===== src/rtl/arb_pkg.sv =====
// Shared types and helpers for the round-robin arbiter.
package arb_pkg;

    typedef enum logic {
        IDLE  = 1'b0,
        OWNED = 1'b1
    } arb_state_e;

    // Widest requester vector the helper can build; callers cast down to N.
    localparam int ONEHOT_MAX = 64;

    function automatic logic [ONEHOT_MAX-1:0] onehot_of(input int idx, input int n);
        logic [ONEHOT_MAX-1:0] v;
        v = '0;
        if (idx >= 0 && idx < n && idx < ONEHOT_MAX) begin
            v[idx] = 1'b1;
        end
        return v;
    endfunction

endpackage


===== src/rtl/rr_pick.sv =====
// Rotating-priority encoder: first set bit of (req & mask) scanning up from ptr with wrap.
module rr_pick #(
    parameter int N   = 2,
    parameter int IDW = 1
) (
    input  logic [N-1:0]   req,
    input  logic [IDW-1:0] ptr,
    input  logic [N-1:0]   mask,
    output logic           found,
    output logic [IDW-1:0] idx
);
    import arb_pkg::*;

    logic [N-1:0]   cand_req;
    logic [IDW-1:0] cand;

    assign cand_req = req & mask;

    // Scan from the far end so the last hit kept is the one closest to ptr.
    always_comb begin
        found = 1'b0;
        idx   = '0;
        cand  = '0;
        for (int i = N - 1; i >= 0; i--) begin
            cand = IDW'((int'(ptr) + i) % N);
            if (cand_req[cand]) begin
                found = 1'b1;
                idx   = cand;
            end
        end
    end

endmodule


===== src/rtl/rr_arbiter.sv =====
// Round-robin arbiter with registered one-hot grant, bounded hold and zero-gap handoff.
// Supports up to arb_pkg::ONEHOT_MAX requesters.
module rr_arbiter
    import arb_pkg::*;
#(
    parameter  int N        = 2,
    parameter  int MAX_HOLD = 8,
    localparam int IDW      = (N > 1) ? $clog2(N) : 1
) (
    input  logic           clk,
    input  logic           reset,
    input  logic [N-1:0]   request,
    output logic [N-1:0]   grant,
    output logic [IDW-1:0] grant_id,
    output logic           grant_valid
);

    localparam int HW = $clog2(MAX_HOLD + 1);

    arb_state_e     state_q, state_d;
    logic [IDW-1:0] ptr_q, ptr_d;
    logic [HW-1:0]  hold_q, hold_d;
    logic [N-1:0]   grant_q, grant_d;
    logic [IDW-1:0] gid_q, gid_d;
    logic           gv_q;

    logic [IDW-1:0] pick_ptr;
    logic [N-1:0]   pick_mask;
    logic           pick_found;
    logic [IDW-1:0] pick_idx;
    logic [N-1:0]   pick_oh;

    logic [N-1:0]   owner_oh;
    logic [IDW-1:0] owner_nxt;
    logic           owner_req;
    logic           others_req;
    logic           hold_sat;

    assign owner_oh   = N'(onehot_of(int'(gid_q), N));
    assign owner_nxt  = (int'(gid_q) == N - 1) ? '0 : gid_q + IDW'(1);
    assign owner_req  = request[gid_q];
    assign others_req = |(request & ~owner_oh);
    assign hold_sat   = (hold_q == HW'(MAX_HOLD));
    assign pick_oh    = N'(onehot_of(int'(pick_idx), N));

    rr_pick #(
        .N   (N),
        .IDW (IDW)
    ) u_pick (
        .req   (request),
        .ptr   (pick_ptr),
        .mask  (pick_mask),
        .found (pick_found),
        .idx   (pick_idx)
    );

    always_comb begin
        state_d   = state_q;
        ptr_d     = ptr_q;
        hold_d    = hold_q;
        grant_d   = grant_q;
        gid_d     = gid_q;
        pick_ptr  = ptr_q;
        pick_mask = '1;

        case (state_q)
            IDLE: begin
                if (pick_found) begin
                    state_d = OWNED;
                    grant_d = pick_oh;
                    gid_d   = pick_idx;
                    hold_d  = HW'(1);
                end
            end

            OWNED: begin
                // Masking the owner is harmless on release since its request is already low.
                pick_ptr  = owner_nxt;
                pick_mask = ~owner_oh;
                if (!owner_req) begin
                    ptr_d = owner_nxt;
                    if (pick_found) begin
                        grant_d = pick_oh;
                        gid_d   = pick_idx;
                        hold_d  = HW'(1);
                    end else begin
                        state_d = IDLE;
                        grant_d = '0;
                        gid_d   = '0;
                        hold_d  = '0;
                    end
                end else if (hold_sat && others_req) begin
                    ptr_d   = owner_nxt;
                    grant_d = pick_oh;
                    gid_d   = pick_idx;
                    hold_d  = HW'(1);
                end else if (!hold_sat) begin
                    hold_d = hold_q + HW'(1);
                end
            end

            default: begin
                state_d = IDLE;
                grant_d = '0;
                gid_d   = '0;
                hold_d  = '0;
            end
        endcase
    end

    always_ff @(posedge clk or posedge reset) begin
        if (reset) begin
            state_q <= IDLE;
            ptr_q   <= '0;
            hold_q  <= '0;
            grant_q <= '0;
            gid_q   <= '0;
            gv_q    <= 1'b0;
        end else begin
            state_q <= state_d;
            ptr_q   <= ptr_d;
            hold_q  <= hold_d;
            grant_q <= grant_d;
            gid_q   <= gid_d;
            gv_q    <= |grant_d;
        end
    end

    assign grant       = grant_q;
    assign grant_id    = gid_q;
    assign grant_valid = gv_q;

endmodule

===== config.mk =====
export PLATFORM = sky130hd
export DESIGN_NAME = rr_arbiter
export DESIGN_NICKNAME = d
export VERILOG_FILES = /design/src/rtl/arb_pkg.sv /design/src/rtl/rr_pick.sv /design/src/rtl/rr_arbiter.sv
export SDC_FILE = /design/constraint.sdc
export NUM_CORES = 1
export LEC_CHECK = 0
export ABC_CLOCK_PERIOD_IN_PS = 3100
export BUFFER_PORTS_ARGS = -buffer_cell sky130_fd_sc_hd__buf_4
export CAP_MARGIN = 20
export CORE_MARGIN = 2
export CORE_UTILIZATION = 55
export DETAILED_ROUTE_END_ITERATION = 8
export PLACE_DENSITY_LB_ADDON = 0.2
export SETUP_SLACK_MARGIN = 0.2
export SLEW_MARGIN = 10
export SYNTH_ARGS = -nofsm -noshare
export SYNTH_HDL_FRONTEND = slang
export SYNTH_SLANG_ARGS = --single-unit

===== constraint.sdc =====
create_clock -name clk -period 3.1 [get_ports clk]
set_input_delay 0.93 -clock clk [delete_from_list [all_inputs] [get_ports clk]]
set_output_delay 0.93 -clock clk [all_outputs]
set_load 0.01 [all_outputs]

==> results summary, run 1 <==
The flow ran to the end, and the final reports show no timing, DRC or antenna violations. Measured against its own limit, the worst slew margin works out to 74.01%. The number of detailed-route iterations in the first pass is 5. The transition at the pin with the smallest max-transition slack came out at ~0.4 ns. The synthesized-area fraction occupied by ao, oa, aoi and oai cells is between 20% and 30%. The worst setup path is captured at an output pin. The largest vdd supply drop is between 0.3 and 0.4 mV. The total I/O pin count came out at 8.

The largest net degree at the start of global routing came out at 17. The starting density of the core is 57.44%. The total routing usage reported by global routing is a little under a quarter. The post-route clock period utilization is between 60% and 70%. The placement-stage worst setup slack is between 1 and 1.5 ns. For the final routed database, the setup TNS stands at 0 ns. The critical path arrival came out at between 1 and 1.5 ns. Setup repair after global routing left no endpoint under its margin. Across the run, the number of max-cap violations was 0. The remaining global-route overflow is 0.

On the critical path, the stage with the largest delay is an instance of sky130_fd_sc_hd__dfrtp_1. The power density of the placed cells is 484.4 nW/um2. The area share of the leading cell type in the synthesized netlist came out at 34.78%.

The post-layout instance area came out at about 800 um2. The number of nets at the end of the flow came out at 95. The via count of the routed design came out at roughly 650. The final-layout worst hold slack came out at between 0.5 and 0.6 ns. Data on the critical path is required at its endpoint by 2.17 ns. The initial antenna violation count is 0. On the critical path the largest part of the delay comes from flip-flops. Once detail routing completed, the nets flagged for antenna violations numbered 0. The number of vias per cell is 6.301.

After synthesis, the mean cell area works out to 8.882 um2. The multiplexer area fraction after synthesis is 1.565%. The estimated wirelength of the detail-placed design came out at 993.6 um.

The number of different library cells in the post-synthesis netlist is 37. Summing the areas of all xor and xnor instances in the mapped netlist gives 0% of the synthesized area. The die outline area came out at 1613 um2. The number of clock buffers added by TritonCTS is 3. The worst setup path category is reg -> out.

The antenna diode count came out at 0. The number of gates resized after cts came out at 0. The total number of yosys warnings came out at 0.

The count of endpoints failing hold in the final timing report is 0. The global-route wire length before repair is 2.346 mm. The congestion estimate from routability-driven global placement came to about 0.71. The first routing iteration left 35 violations. The number of post-CTS setup repair buffers came out at 0. Relative to the synthesized area, the layout overhead comes to 10.96%. The path type of the worst min-delay path is reg -> reg.

The post-synthesis instance area came out at slightly above 700 um2. The wire length the detailed router placed on met1 came out at just under 700 um. The floorplan row count is 13. The maximum fanout along the worst path came out at 13. The detailed-routed wire length on met3 came out at roughly 110 um. The final clock skew came out at 0.005829 ns. Once layout is complete, the cells apart from fillers number 103. Traced cell by cell, the critical path runs through buf_4. Clock-pin slew was measured on the worst setup and hold paths at about 0.070 ns.

The via count of the first global-routing pass came out at 526. The setup-violating endpoint count in the final report is 0. The total instance count after detailed placement came out at a little under 100.

The clock net sink count came out at 10. The average wire length per cell after detail routing came out at 14.76 um. The largest family of logic cells by synthesized area is simple AND/OR/NAND/NOR gates.

The synthesized design contains 10 register bits. The worst path needs around 2 ns of the cycle, external delays included. Summing the areas of all fa, ha and maj instances in the mapped netlist gives 3.478% of the synthesized area. The post-synthesis share of cell area spent on and, or, nand and nor gates is 28.17%. The total leakage power came out at approximately 0.00038 uW. STA classifies the critical path startpoint as a flip-flop. The sequential share of the synthesized area came out at between 30% and 40%.

The clock latency reported for the late side of the worst-skew pair is about 0.27 ns. The chip height came out at 40.17 um. The most area-hungry cell type in the Yosys netlist is sky130_fd_sc_hd__dfrtp_1.

The floorplan step set the die width to 40.17 um. The instance area at placement is 762.0 um2. The count of input and output buffers came out at 7.

The highest metal layer carrying signal wires in the routed design is met4. The layout cell share with drive strength beyond 1 is between 10% and 20%. The largest single stage delay on the critical path is about 0.57 ns. The max-slew violation count came out at 0. The buffer cell driving the clock tree root is sky130_fd_sc_hd__clkbuf_4. In this run the number of H-tree levels came out at 1.

The total length of routed met2 wires is 679 um. The number of hold-repair buffers added at the cts stage is 0. The net count after synthesis came out at 87. The buffer depth of the longest clock path came out at 2.

The placeable core region came out at roughly 1300 um2. By area the synthesized netlist is led by sky130_fd_sc_hd__dfrtp_1 35%, sky130_fd_sc_hd__a21oi_1 6.3%, sky130_fd_sc_hd__nand3_1 4.2%, sky130_fd_sc_hd__nand4b_1 3.7%, sky130_fd_sc_hd__ha_1 3.5%. Wires add up to 1.520 mm. TritonCTS built the clock tree. The cell count after synthesis came out at 81. Based on the critical path, the design can be clocked at up to 509.4 MHz. After detailed routing, the number of remaining DRC violations is 0.

The minimum setup slack in the final design is 1.137 ns. The buffer and inverter count on the worst path came out at 1.
-- cells in the final DEF, fill, tap and decap left out, drive strengths merged, types with 2 or more instances in the layout --
cell / synthesis / final
a21o: 2 / 2
a21oi: 9 / 9
a32o: 2 / 2
buf: 4 / 7
clkbuf: 0 / 4
dfrtp: 10 / 10
ha: 2 / 2
inv: 7 / 7
nand2: 4 / 4
nand3: 6 / 6
nand4: 2 / 2
nand4b: 3 / 3
nor2: 4 / 4
nor3: 2 / 2
o211ai: 2 / 2
o21ai: 3 / 3
or3: 3 / 3
-- registers in the layout, indices dropped and copies added (netlist names) --
register / cells
grant: 2
grant_id: 1
grant_valid: 1
hold_q: 4
ptr_q: 1
state_q: 1
-- cell usage after synthesis (all sizes together) --
master	n
dfrtp	10
a21oi	9
inv	7
nand3	6
buf	4
nand2	4
nor2	4
nand4b	3
o21ai	3
or3	3
a21o	2
a32o	2
ha	2
nand4	2
nor3	2
o211ai	2
a211oi	1
a22o	1
a32oi	1
and2	1
and2b	1
and3	1
mux2	1
nand2b	1
nand3b	1
nand4bb	1
nor2b	1
o211a	1
o221ai	1
o22ai	1
o31ai	1
or2b	1
-- routing by layer --
layer | vias to the layer above | global-route usage, %
li1 | 316 | -
met5 | - | 0
met1 | 292 | 30.10
met3 | 7 | 5.000
met2 | 34 | 33.47
met4 | 0 | 15.52
-- cells by family (layout without fill, tap and decap cells) --
kind of cell             Yosys count  after routing
AND/OR/NAND/NOR                   32             32
AO/OA/AOI/OAI                     25             25
buffers and inverters             11             18
flip-flops                        10             10
adder cells (fa/ha/maj)            2              2
multiplexers                       1              1
-- metrics by stage --
stage               power [uW]  util, %
floorplan                238.7        -
CTS                      387.7    63.74
finish                   386.7    63.74
detailed placement       267.0    60.84
global placement         265.6    60.84
global route             410.6    63.74
-- cell type report --
type | count | area [um2]
inverters | 7 | 26.28
fillers | 103 | 454.2
well taps | 15 | 18.77
repair buffers | 7 | 52.55
clock buffers | 4 | 36.28
multi-input cells | 60 | 414.1
flip-flops and latches | 10 | 250.2
-- power breakdown --
part | leakage, uW | internal, uW | total (uW) | switching [uW]
clock | 0.0000210 | 71.4 | 119 | 47.3
combinational | 0.000239 | 47.5 | 97.2 | 49.7
sequential | 0.000121 | 148 | 171 | 23.1
total | 0.000381 | 267 | 387 | 120
-- worst paths after layout --
kind | depth (start not counted) | endpoint | from | slack, ns
setup reg to reg | 6 | hold_q[2] | hold_q[0] | 1.28
hold / removal | 1 | grant[1] | grant[1] | 0.53
hold reg to reg | 1 | grant[1] | grant[1] | 0.53
min in group asynchronous | 2 | grant_valid | reset | 0.63
setup / recovery | 1 | grant_id | grant_id | 1.14
max in group asynchronous | 2 | hold_q[3] | reset | 2.19
Power figures use the tool's default switching activity.
==> run 2, diff against run 1 <==
- ABC_CLOCK_PERIOD_IN_PS: 3100 -> 2100
- clock period: 3.1 -> 2.1 ns (I/O delays scaled with it)
==> run 2 against run 1 <==
Net effect: design area down 0.78%; core utilization down 0.50 points; global-route usage down 1.0 points; largest cell class unchanged; non-clock buffer count up 1; critical path type is now reg -> reg; critical path depth up 5; die area unchanged; total power up 36%; worst setup slack worse by 0.68 ns; critical endpoint is now hold_q[2]; clock-buffer cell count down 1; clock power up 10%; worst hold slack worse by 0.19 ns.
==> results summary, run 2 (synthesis results as in run 1) <==
The clock latency reported for the late side of the worst-skew pair came out at 0.27 ns (about the same). The via count of the routed design was 640 (was 649). The worst setup path category is reg -> reg (was reg -> out). The power density of the placed cells came out at 665.1 nW/um2 (was 484.4 nW/um2). The TritonCTS clock tree is done (unchanged). The number of H-tree levels came out at 1 (unchanged).

The iteration-0 DRC count of the detailed router came out at 36 (was 35). The relative area change from synthesis to final layout is 10.09% (was 10.96%). The total leakage power is 0.0003787 uW (was 0.0003813 uW). Top library cells by usage in the layout, fill and taps aside: 10 x sky130_fd_sc_hd__dfrtp_1, 9 x sky130_fd_sc_hd__a21oi_1, 8 x sky130_fd_sc_hd__buf_4, 6 x sky130_fd_sc_hd__inv_1, 6 x sky130_fd_sc_hd__nand3_1 (was 10 x sky130_fd_sc_hd__dfrtp_1, 9 x sky130_fd_sc_hd__a21oi_1, 7 x sky130_fd_sc_hd__buf_4, 6 x sky130_fd_sc_hd__inv_1, 6 x sky130_fd_sc_hd__nand3_1). The number of post-CTS setup repair buffers came out at 0 (unchanged).

The die outline area was 1613 um2 (unchanged). The number of vias per cell is 6.214 (was 6.301). The floorplan row count is 13 (unchanged).

The starting density of the core is 57.44% (unchanged). The max-slew violation count is 0 (unchanged). The via count of the first global-routing pass came out at 522 (was 526). The average wire length per cell after detail routing came to 13.87 um (was 14.76 um). In the finished design, the share of the clock period the worst path needs comes to 78.24%.

The global-route wire length before repair is 2.290 mm (was 2.346 mm). The commonest non-fill, non-tap cell in the layout was sky130_fd_sc_hd__dfrtp_1 (unchanged). The layout cell share with drive strength beyond 1 was 19.32% (unchanged).

The clock net sink count is 10 (unchanged). The DRC violations left is 0 (unchanged). The normalized max-slew margin is 73.39% (was 74.01%). The transition at the pin with the smallest max-transition slack came to 0.3987 ns (was 0.3894 ns).

The buffer depth of the longest clock path was 2 (unchanged). The summed negative setup slack over all endpoints is 0 ns (unchanged). The number of gates resized after cts came out at 0 (unchanged). The clock slew at the register clock pins of the worst setup and hold paths came out at 0.06 ns (was 0.07 ns). The final clock skew was 0.006251 ns (was 0.005829 ns).

The buffer cell driving the clock tree root is sky130_fd_sc_hd__clkbuf_4 (unchanged). The placeable core region came to 1252 um2 (unchanged). The setup-violating endpoint count in the final report is 0 (unchanged).

The utilization of the core after routing came out at 63.24% (was 63.74%). The register name with the most flops is hold_q (unchanged). The path type of the worst min-delay path is in -> async (was reg -> reg). The flip-flop count of the largest register after layout is 4 (unchanged). Status: complete, no violations (unchanged). The remaining global-route overflow is 0 (unchanged). The antenna diode count is 0 (unchanged).

The count of input and output buffers came out at 7 (unchanged). The estimated wirelength of the detail-placed design came out at 1.029 mm (was 993.6 um). The total routing usage reported by global routing came to 21.95% (was 22.99%). The number of CTS-inserted buffers is 3 (unchanged).

The initial antenna violation count is 0 (unchanged). The number of violations of the max-capacitance limit is 0 (unchanged). The total length of routed wires came out at 1.429 mm (was 1.520 mm).

The largest vdd supply drop came out at 0.3898 mV (was 0.3474 mV). After layout, the minimum clock period comes to 1.643 ns. The number of detailed-route iterations in the first pass was 4 (was 5).

The number of hold-repair buffers added at the cts stage came out at 0 (unchanged). Unrepaired setup endpoints after global routing: false (unchanged). The critical path required time is 2.26 ns (was 2.17 ns).

The critical path arrival came out at 1.80 ns (was 1.03 ns). The number of nets with antenna violations after detailed routing is 0 (unchanged). The kind of end point of the critical path is a flip-flop (was output pin).

The overall die width came to 40.17 um (unchanged). The chip height is 40.17 um (unchanged). The highest attainable clock frequency is 608.7 MHz. The kind of start point of the critical path is a flip-flop (unchanged). The number of inserted filler cells in the final layout was 106 (was 103).

The total I/O pin count is 8 (unchanged). The number of nets at the end of the flow is 96 (was 95). The maximum fanout along the worst path was 3 (was 13).

The global placer's final weighted congestion came to 0.7393 (was 0.7134). The largest net degree at the start of global routing came to 17 (unchanged). The count of endpoints failing hold in the final timing report came out at 0 (unchanged).
## run 2: stage by stage
stage	hold slack (ns)	power [uW]	cell area [um2]	setup slack [ns]	instances
2_1_floorplan	0.4702	352.4	719.4	0.5558	81
3_3_place_gp	0.5084	397.3	769.5	0.3568	100
3_5_place_dp	0.5528	399.7	769.5	0.3384	100
4_1_cts	0.3530	528.7	792.0	0.4699	103
5_1_grt	0.3809	559.4	792.0	0.3635	103
6_report	0.3396	526.8	792.0	0.4570	103
## run 2: final timing paths
path	from	end	slack, ns	depth (start not counted)
min in group clk	ptr_q	ptr_q	0.55	2
max	hold_q[1]	hold_q[2]	0.46	6
min reg2reg	ptr_q	ptr_q	0.55	2
max in group asynchronous	reset	grant_id	1.47	2
max reg2reg	hold_q[1]	hold_q[2]	0.46	6
min	reset	hold_q[1]	0.34	2
## run 2: critical path, cell delays in order (launching register included)
cell and delay (ns):
sky130_fd_sc_hd__dfrtp_1 0.40, sky130_fd_sc_hd__inv_1 0.09, sky130_fd_sc_hd__ha_1 0.22, sky130_fd_sc_hd__nand4b_1 0.17
sky130_fd_sc_hd__a32oi_1 0.31, sky130_fd_sc_hd__o211ai_1 0.13, sky130_fd_sc_hd__a32o_1 0.22
## run 2: layout make-up
type                            instances  area [um2]  share of cell area [%]
Timing Repair Buffer                    8       60.06                   7.583
Inverter                                7       26.28                   3.318
Clock buffer                            3       22.52                   2.844
Multi-Input combinational cell         60       414.1                   52.29
Tap cell                               15       18.77                   2.370
Sequential cell                        10       250.2                   31.60
## run 2: where the power goes
part | switching (uW) | internal (uW)
clock network | 64.6 | 66.2
registers | 28.1 | 218
logic | 76.2 | 73.4
## run 2: routing by layer
metal / vias up / routed length (um) / global-route usage (%) / share of wire (%)
met1: 298 / 651 / 30.03 / 46
li1: 315 / - / - / -
met5: - / 0 / 0 / 0
met2: 22 / 652 / 32.26 / 46
met3: 5 / 91 / 3.333 / 6.4
met4: 0 / 34 / 12.93 / 2.4
